File: src/rtl/biplex_pkg.sv
// Shared definitions for the biplex FFT reorder path: frame-sequencer state
// codes, default counter bus width and phase encoding.
package biplex_pkg;

  localparam int unsigned COUNT_W_DEFAULT = 34;

  // Frame sequencer states
  localparam logic [1:0] ST_IDLE = 2'd0;
  localparam logic [1:0] ST_CLR  = 2'd1;
  localparam logic [1:0] ST_UP   = 2'd2;
  localparam logic [1:0] ST_DOWN = 2'd3;

  typedef logic [1:0] state_t;

  // Values driven on the phase output
  localparam logic PHASE_UP = 1'b0;
  localparam logic PHASE_DN = 1'b1;

endpackage

File: src/rtl/biplex_frame_ctrl.sv
// Frame sequencer for the biplex FFT reorder path. Drives an external up/down
// address counter through alternating ascending (0..N-1) and descending
// (N-1..0) phases of N cycles each, aligned to sync_in.
// Optional feature macro: BIPLEX_FRAME_CTRL_RESYNC_EN (restart on a misaligned
// sync_in and raise the sticky sync_err flag).
module biplex_frame_ctrl
  import biplex_pkg::*;
#(
  parameter int unsigned FFT_BITS = 5,
  parameter int unsigned COUNT_W  = COUNT_W_DEFAULT
) (
  input  logic               clk,
  input  logic               rst,
  input  logic               en,
  input  logic               sync_in,
  input  logic [COUNT_W-1:0] count_in,
  output logic               cnt_ena,
  output logic               cnt_updown,
  output logic               cnt_rst,
  output logic               sync_out,
  output logic               phase,
  output logic               busy
`ifdef BIPLEX_FRAME_CTRL_RESYNC_EN
  ,
  output logic               sync_err
`endif
);

  // Last address of a phase, N-1
  localparam logic [FFT_BITS-1:0] TOP = '1;

  state_t              state;
  state_t              state_nxt;
  logic [FFT_BITS-1:0] cnt_lo;
  logic                at_top;
  logic                at_zero;
  logic                resync_c;
  logic                unused_cnt_hi;

  // Only the low FFT_BITS of the counter carry the address
  assign cnt_lo        = count_in[FFT_BITS-1:0];
  assign unused_cnt_hi = ^count_in[COUNT_W-1:FFT_BITS];
  assign at_top        = (cnt_lo == TOP);
  assign at_zero       = (cnt_lo == '0);

  // State register
  always_ff @(posedge clk or posedge rst) begin
    if (rst) begin
      state <= ST_IDLE;
    end else begin
      state <= state_nxt;
    end
  end

  // Next-state and output decode from state and current count
  always_comb begin
    state_nxt  = state;
    cnt_ena    = 1'b0;
    cnt_updown = 1'b1;
    cnt_rst    = 1'b0;
    sync_out   = 1'b0;
    phase      = PHASE_UP;
    busy       = (state != ST_IDLE);
    resync_c   = 1'b0;
    case (state)
      ST_IDLE: begin
        if (sync_in && en) begin
          state_nxt = ST_CLR;
        end
      end
      ST_CLR: begin
        cnt_rst   = 1'b1;
        state_nxt = ST_UP;
      end
      ST_UP: begin
        cnt_ena  = !at_top;
        sync_out = at_zero;
        if (at_top) begin
          state_nxt = ST_DOWN;
        end
`ifdef BIPLEX_FRAME_CTRL_RESYNC_EN
        if (sync_in) begin
          state_nxt = ST_CLR;
          resync_c  = 1'b1;
        end
`endif
      end
      ST_DOWN: begin
        cnt_updown = 1'b0;
        phase      = PHASE_DN;
        cnt_ena    = !at_zero;
        if (at_zero) begin
          // A sync_in here is frame-aligned and needs no restart
          state_nxt = en ? ST_UP : ST_IDLE;
        end
`ifdef BIPLEX_FRAME_CTRL_RESYNC_EN
        else if (sync_in) begin
          state_nxt = ST_CLR;
          resync_c  = 1'b1;
        end
`endif
      end
      default: begin
        state_nxt = ST_IDLE;
      end
    endcase
  end

`ifdef BIPLEX_FRAME_CTRL_RESYNC_EN
  // Sticky flag recording any misaligned sync since reset
  always_ff @(posedge clk or posedge rst) begin
    if (rst) begin
      sync_err <= 1'b0;
    end else if (resync_c) begin
      sync_err <= 1'b1;
    end
  end
`endif

endmodule

File: config.mk
export PLATFORM = sky130hd
export DESIGN_NAME = biplex_frame_ctrl
export DESIGN_NICKNAME = d
export VERILOG_FILES = /design/src/rtl/biplex_pkg.sv /design/src/rtl/biplex_frame_ctrl.sv
export SDC_FILE = /design/constraint.sdc
export NUM_CORES = 1
export LEC_CHECK = 0
export CAP_MARGIN = 5
export CELL_PAD_IN_SITES_DETAIL_PLACEMENT = 0
export CELL_PAD_IN_SITES_GLOBAL_PLACEMENT = 1
export CORE_MARGIN = 2
export CORE_UTILIZATION = 10
export DETAILED_ROUTE_END_ITERATION = 8
export PLACE_DENSITY_LB_ADDON = 0.3
export SETUP_SLACK_MARGIN = 0.3
export SLEW_MARGIN = 20
export SYNTH_ARGS = -nofsm -noshare
export SYNTH_HDL_FRONTEND = slang
export SYNTH_SLANG_ARGS = --single-unit
File: constraint.sdc
create_clock -name clk -period 4.1 [get_ports clk]
set_input_delay 1.025 -clock clk [delete_from_list [all_inputs] [get_ports clk]]
set_output_delay 1.025 -clock clk [all_outputs]
set_load 0.01 [all_outputs]
# After elaboration in Yosys (flattened, before gate mapping)

Index checks and enable logic that the tools add are counted.

Equal/unequal tests: 7
Reductions and logical operators: 7
Muxes and demuxes: 10

Operators by type and width:

| operator                                             | number |
|---|---|
| two-way mux 2 bit                                    | 4 |
| case mux 2 bit (4 select lines)                      | 1 |
| inequality test 2 bit (second input constant)        | 3 |
| equality test 5 bit (second input constant)          | 1 |
| logical NOT 5 bit                                    | 1 |
| equality test 2 bit (second input constant)          | 2 |
| two-way mux 1 bit                                    | 4 |
| AND reduction 3 bit                                  | 1 |
| equality test 2 x 1 -> 1 bit (second input constant) | 1 |
| logical NOT 1 bit                                    | 2 |
| logical NOT 2 bit                                    | 1 |
| case mux 1 bit (2 select lines)                      | 1 |
| nonzero test 2 bit                                   | 1 |
| logical AND 1 bit                                    | 1 |

Bits in registers: 2
Input port bits: 38
Output and inout bits: 6

# Depth between registers and ports, before layout

Gate-level depths: netlist (run 1).

Depth in word-level cells: 3
Mapped depth: 3
Gate-level depth less buffers: 3

# Worst setup path after synthesis (run 1)

No wires, ideal clock.

Kind: input-to-output
Start point: input port count_in[0]
End point: output port sync_out
Arrival time: 1.818 ns
Buffers on the path: 0
Data required time: 3.075 ns
Stages: 2
Path slack: 1.257 ns
Cell sequence: or4_4 nor4_2

Longest elaborated chain between the ends: 2

Ends and longest elaborated chain:

| element           | line                    | source |
|---|---|---|
| from (decl)       | biplex_frame_ctrl.sv:16 | `input logic [COUNT_W-1:0] count_in,` |
| logical NOT 5 bit | biplex_frame_ctrl.sv:44 | `assign at_zero = (cnt_lo == '0);` |
| two-way mux 1 bit | biplex_frame_ctrl.sv:65 | `case (state)` |
| to (decl)         | biplex_frame_ctrl.sv:20 | `output logic sync_out,` |

No other way between the ends.

# Worst setup path in the final report (run 1)

Start point: input port count_in[0]
End point: output port cnt_ena

Longest elaborated chain between the ends: 3

Ends and longest elaborated chain:

| element                                                         | line                                             | source |
|---|---|---|
| equality test 5 bit / logical NOT 5 bit (equally long branches) | biplex_frame_ctrl.sv:43, biplex_frame_ctrl.sv:44 |  |
| logical NOT 1 bit, on equally long branches                     | biplex_frame_ctrl.sv:76, biplex_frame_ctrl.sv:91 |  |
| case mux 1 bit (2 select lines) *                               | biplex_frame_ctrl.sv:65                          |  |
| to (decl)                                                       | biplex_frame_ctrl.sv:17                          | `output logic cnt_ena,` |

Every way passes the cells marked *; elsewhere a longest branch is shown, timed or not.

==> flow_summary_export.csv, run 1 <==
group,metric,value,unit
sta,finClkSkew,0.000151,ns
grt,grtUsageTotal,6.85,%
sta,period_share,90.8,%
grt,grt_pass1_wl,966,microns
logic_synthesis,synth-adder-area-share,0,%
logic_synthesis,synth_top_area_share,30.1,%
setup_path,cp_max_fo,3,
logic_synthesis,netlist_top_cells_count,"4 x inv_1, 2 x a21oi_1, 2 x dfrtp_1, 2 x nand2_1, 2 x nor2_1",
drt,post-route-drc-count,0,
run,maxCapViolCount,0,
setup_path,crit_type,"in2out",
cts,cts_resized,0,
sta,worst_pin_slew,0.224,ns
drt,wire_per_inst,10.4,microns
logic_synthesis,synth-simple-area-share,41.4,%
floorplanning,fp.coreArea,1540,sq um
logic_synthesis,yosys.area_share.xor_xnor,0,%
place,portBuffers,14,
logic_synthesis,synth_warnings,0,
sta,finalSetupViolCount,0,
layout,reg_top3,"state x2",
power_and_ir_drop,powerDensity,387,nW/um^2
setup_path,r2r_start,"state[1]",
worst_hold_path,min_from,"state[0]",
logic_synthesis,synth_edf_count,0,
logic_synthesis,synth_compound_area_share,19.5,%
cts,clock_latency,0.22,ns
floorplanning,rows,14,
logic_synthesis,ys_ff_latch,2,
sta,setup-tns-final,0,ns
logic_synthesis,synth_top_family_by_area,"simple AND/OR/NAND/NOR gates",
floorplanning,die_area,2010,sq um
logic_synthesis,synth_area,166,sq um
grt,overflow,0,
sta,relSlewSlack,85.1,%
cts,cts_sinks,2,
logic_synthesis,synth.area.top_cells,"dfrtp_1 30%, inv_1 9.0%, nor4_2 7.5%",
logic_synthesis,synth_nets,59,
floorplanning,num_io_pins,44,
setup_path,rrSetupSlack,3.09,ns
floorplanning,dieWidth,44.8,microns
logic_synthesis,ys.flop_type,"dfrtp_1",
setup_path,arrival,2.70,ns
place,dp.cells,51,
cts,clk_pin_slew,0.03,ns
layout,syn_to_final_growth,111,%
power_and_ir_drop,p_sw,44.4,uW
logic_synthesis,synthMuxAreaShare,0,%
sta,slew_viol_final,0,
setup_path,timing.rr.end,"state[0]",
place,dpl.hpwl,451,microns
layout,layout.nets,78,
power_and_ir_drop,power,136,uW
drt,drt_first_pass_iters,1,
cts,htreeDepth,1,
logic_synthesis,ys_types,14,
floorplanning,start_util,10.8,%
drt,drt-total-wl,562,microns
sta,max_freq,0.268,GHz
drt,drt_iter0_markers,0,
power_and_ir_drop,irDropWorstVdd,0.157,mV
power_and_ir_drop,p_leak,0.000157,uW
cts,cts_setup_buffers,0,
layout,utilization,22.8,%
drt,via_per_inst,4.06,
logic_synthesis,syn_avg_cell_area,7.92,sq um
floorplanning,dieHeight,44.8,microns
cts,hold_buffers,0,
layout,largest_register_ffs,2,
sta,rsz0062_at_grt,"no",
setup_path,critPathLaunchType,"input port",
sta,period_minus_slack,3.72,ns
logic_synthesis,yosysMostFrequentCell,"inv_1",
power_and_ir_drop,clockPowerShare,31.3,%
layout,n_antenna_cell,0,
cts,ctsRootBufferMaster,"clkbuf_4",
place,routabilityCongestion,0.736,
logic_synthesis,yosysSeqAreaShare,30.1,%
layout,drive_gt1_share,15.8,%
grt,antenna_found_initial,0,
grt,grt_max_degree,8,
layout,top_register,"state",
power_and_ir_drop,p_comb_share,42.4,%
logic_synthesis,yosysTopAreaCell,"dfrtp_1",
logic_synthesis,synthArstFlopShare,100,%
setup_path,worstSetupEndpointType,"output pin",
grt,grt_pass1_vias,254,
layout,fin_cells,54,
worst_hold_path,hold_path.class,"reg2reg",
drt,drtAntennaViolNets,0,
cts,clk_path_buf_depth,2,
cts,cts_tree,"done",
logic_synthesis,synthCells,21,
power_and_ir_drop,netSwitchingFraction,32.6,%
drt,vias,219,
setup_path,required,3.07,ns
worst_hold_path,hold-path-endpoint,"state[0]",
power_and_ir_drop,internal_power,91.7,uW
status,status,"complete, no violations",
power_and_ir_drop,seqPwrFrac,26.3,%
sta,hold_violations,0,
worst_hold_path,hold_depth,1,
setup_path,reg2reg_depth,3,
cts,cts-buffers-inserted,3,
==> layer usage <==
metal / wire length [microns] / track usage (%)
met1: 249 / 7.79
met2: 216 / 9.86
met3: 97 / 2.00
met4: 0 / 7.06
met5: 0 / 0
==> through the flow <==
stage	setup WS (ns)	hold WS [ns]	area [sq um]
finish	0.376	0.600	352
global route	0.304	0.647	352
CTS	0.315	0.612	349
detailed placement	0.323	0.610	327
global placement	0.355	0.575	327
floorplan	1.26	0.535	166
==> power by group through the flow <==
stage	clock network [uW]	registers [uW]	logic (uW)
floorplan	0	33.2	23.3
global placement	0	35.0	57.4
detailed placement	0	36.5	58.5
CTS	45.6	36.3	59.0
global route	46.2	37.0	64.2
finish	42.6	35.8	57.7
==> worst max path at each step <==
stage | startpoint | to | cells past startpoint
2_1_floorplan | count_in[0] | sync_out | 2
3_3_place_gp | count_in[0] | sync_out | 4
3_5_place_dp | count_in[0] | sync_out | 4
4_1_cts | count_in[0] | sync_out | 4
5_1_grt | count_in[0] | cnt_ena | 5
6_report | count_in[0] | cnt_ena | 5
==> worst max-delay path, cell delays in order <==
cell	delay, ns
clkdlybuf4s50_1	0.42
or4_4	0.57
nor2_4	0.12
a21oi_1	0.07
clkdlybuf4s50_1	0.49
==> cell type report <==
class | instances | area (sq um)
inverter | 4 | 15.0
timing repair buffer | 14 | 143
clock buffer | 3 | 22.5
sequential | 2 | 50.0
multi-input combinational | 15 | 101
fill | 180 | 1190
tap | 16 | 20.0
==> cell usage in the layout (no fill, tap or decap) <==
cell,Yosys,routed
nor2_1,2,2
nand3_1,1,1
dlymetal6s2s_1,0,1
o22ai_1,1,1
dfrtp_1,2,2
o31ai_1,1,1
clkdlybuf4s50_1,0,13
or4_4,1,1
nand3b_1,1,1
nand2_1,2,2
a21oi_1,2,2
inv_1,4,4
o31a_1,1,1
nor2_4,1,1
clkbuf_4,0,3
nor4_2,1,1
nor2b_1,1,1
==> cell families (layout without fill, tap and decap cells) <==
group / Yosys count / after routing
compound gates: 5 / 5
buf+inv: 4 / 21
flops: 2 / 2
simple gates: 10 / 10
Note: power is estimated with default switching activity, not from simulation.
==> inputs of run 2 (changes only) <==
- CAP_MARGIN: 5 -> 20
==> results of run 2 <==
Same layout as run 1: the final DEF is identical, and so are final timing and power.
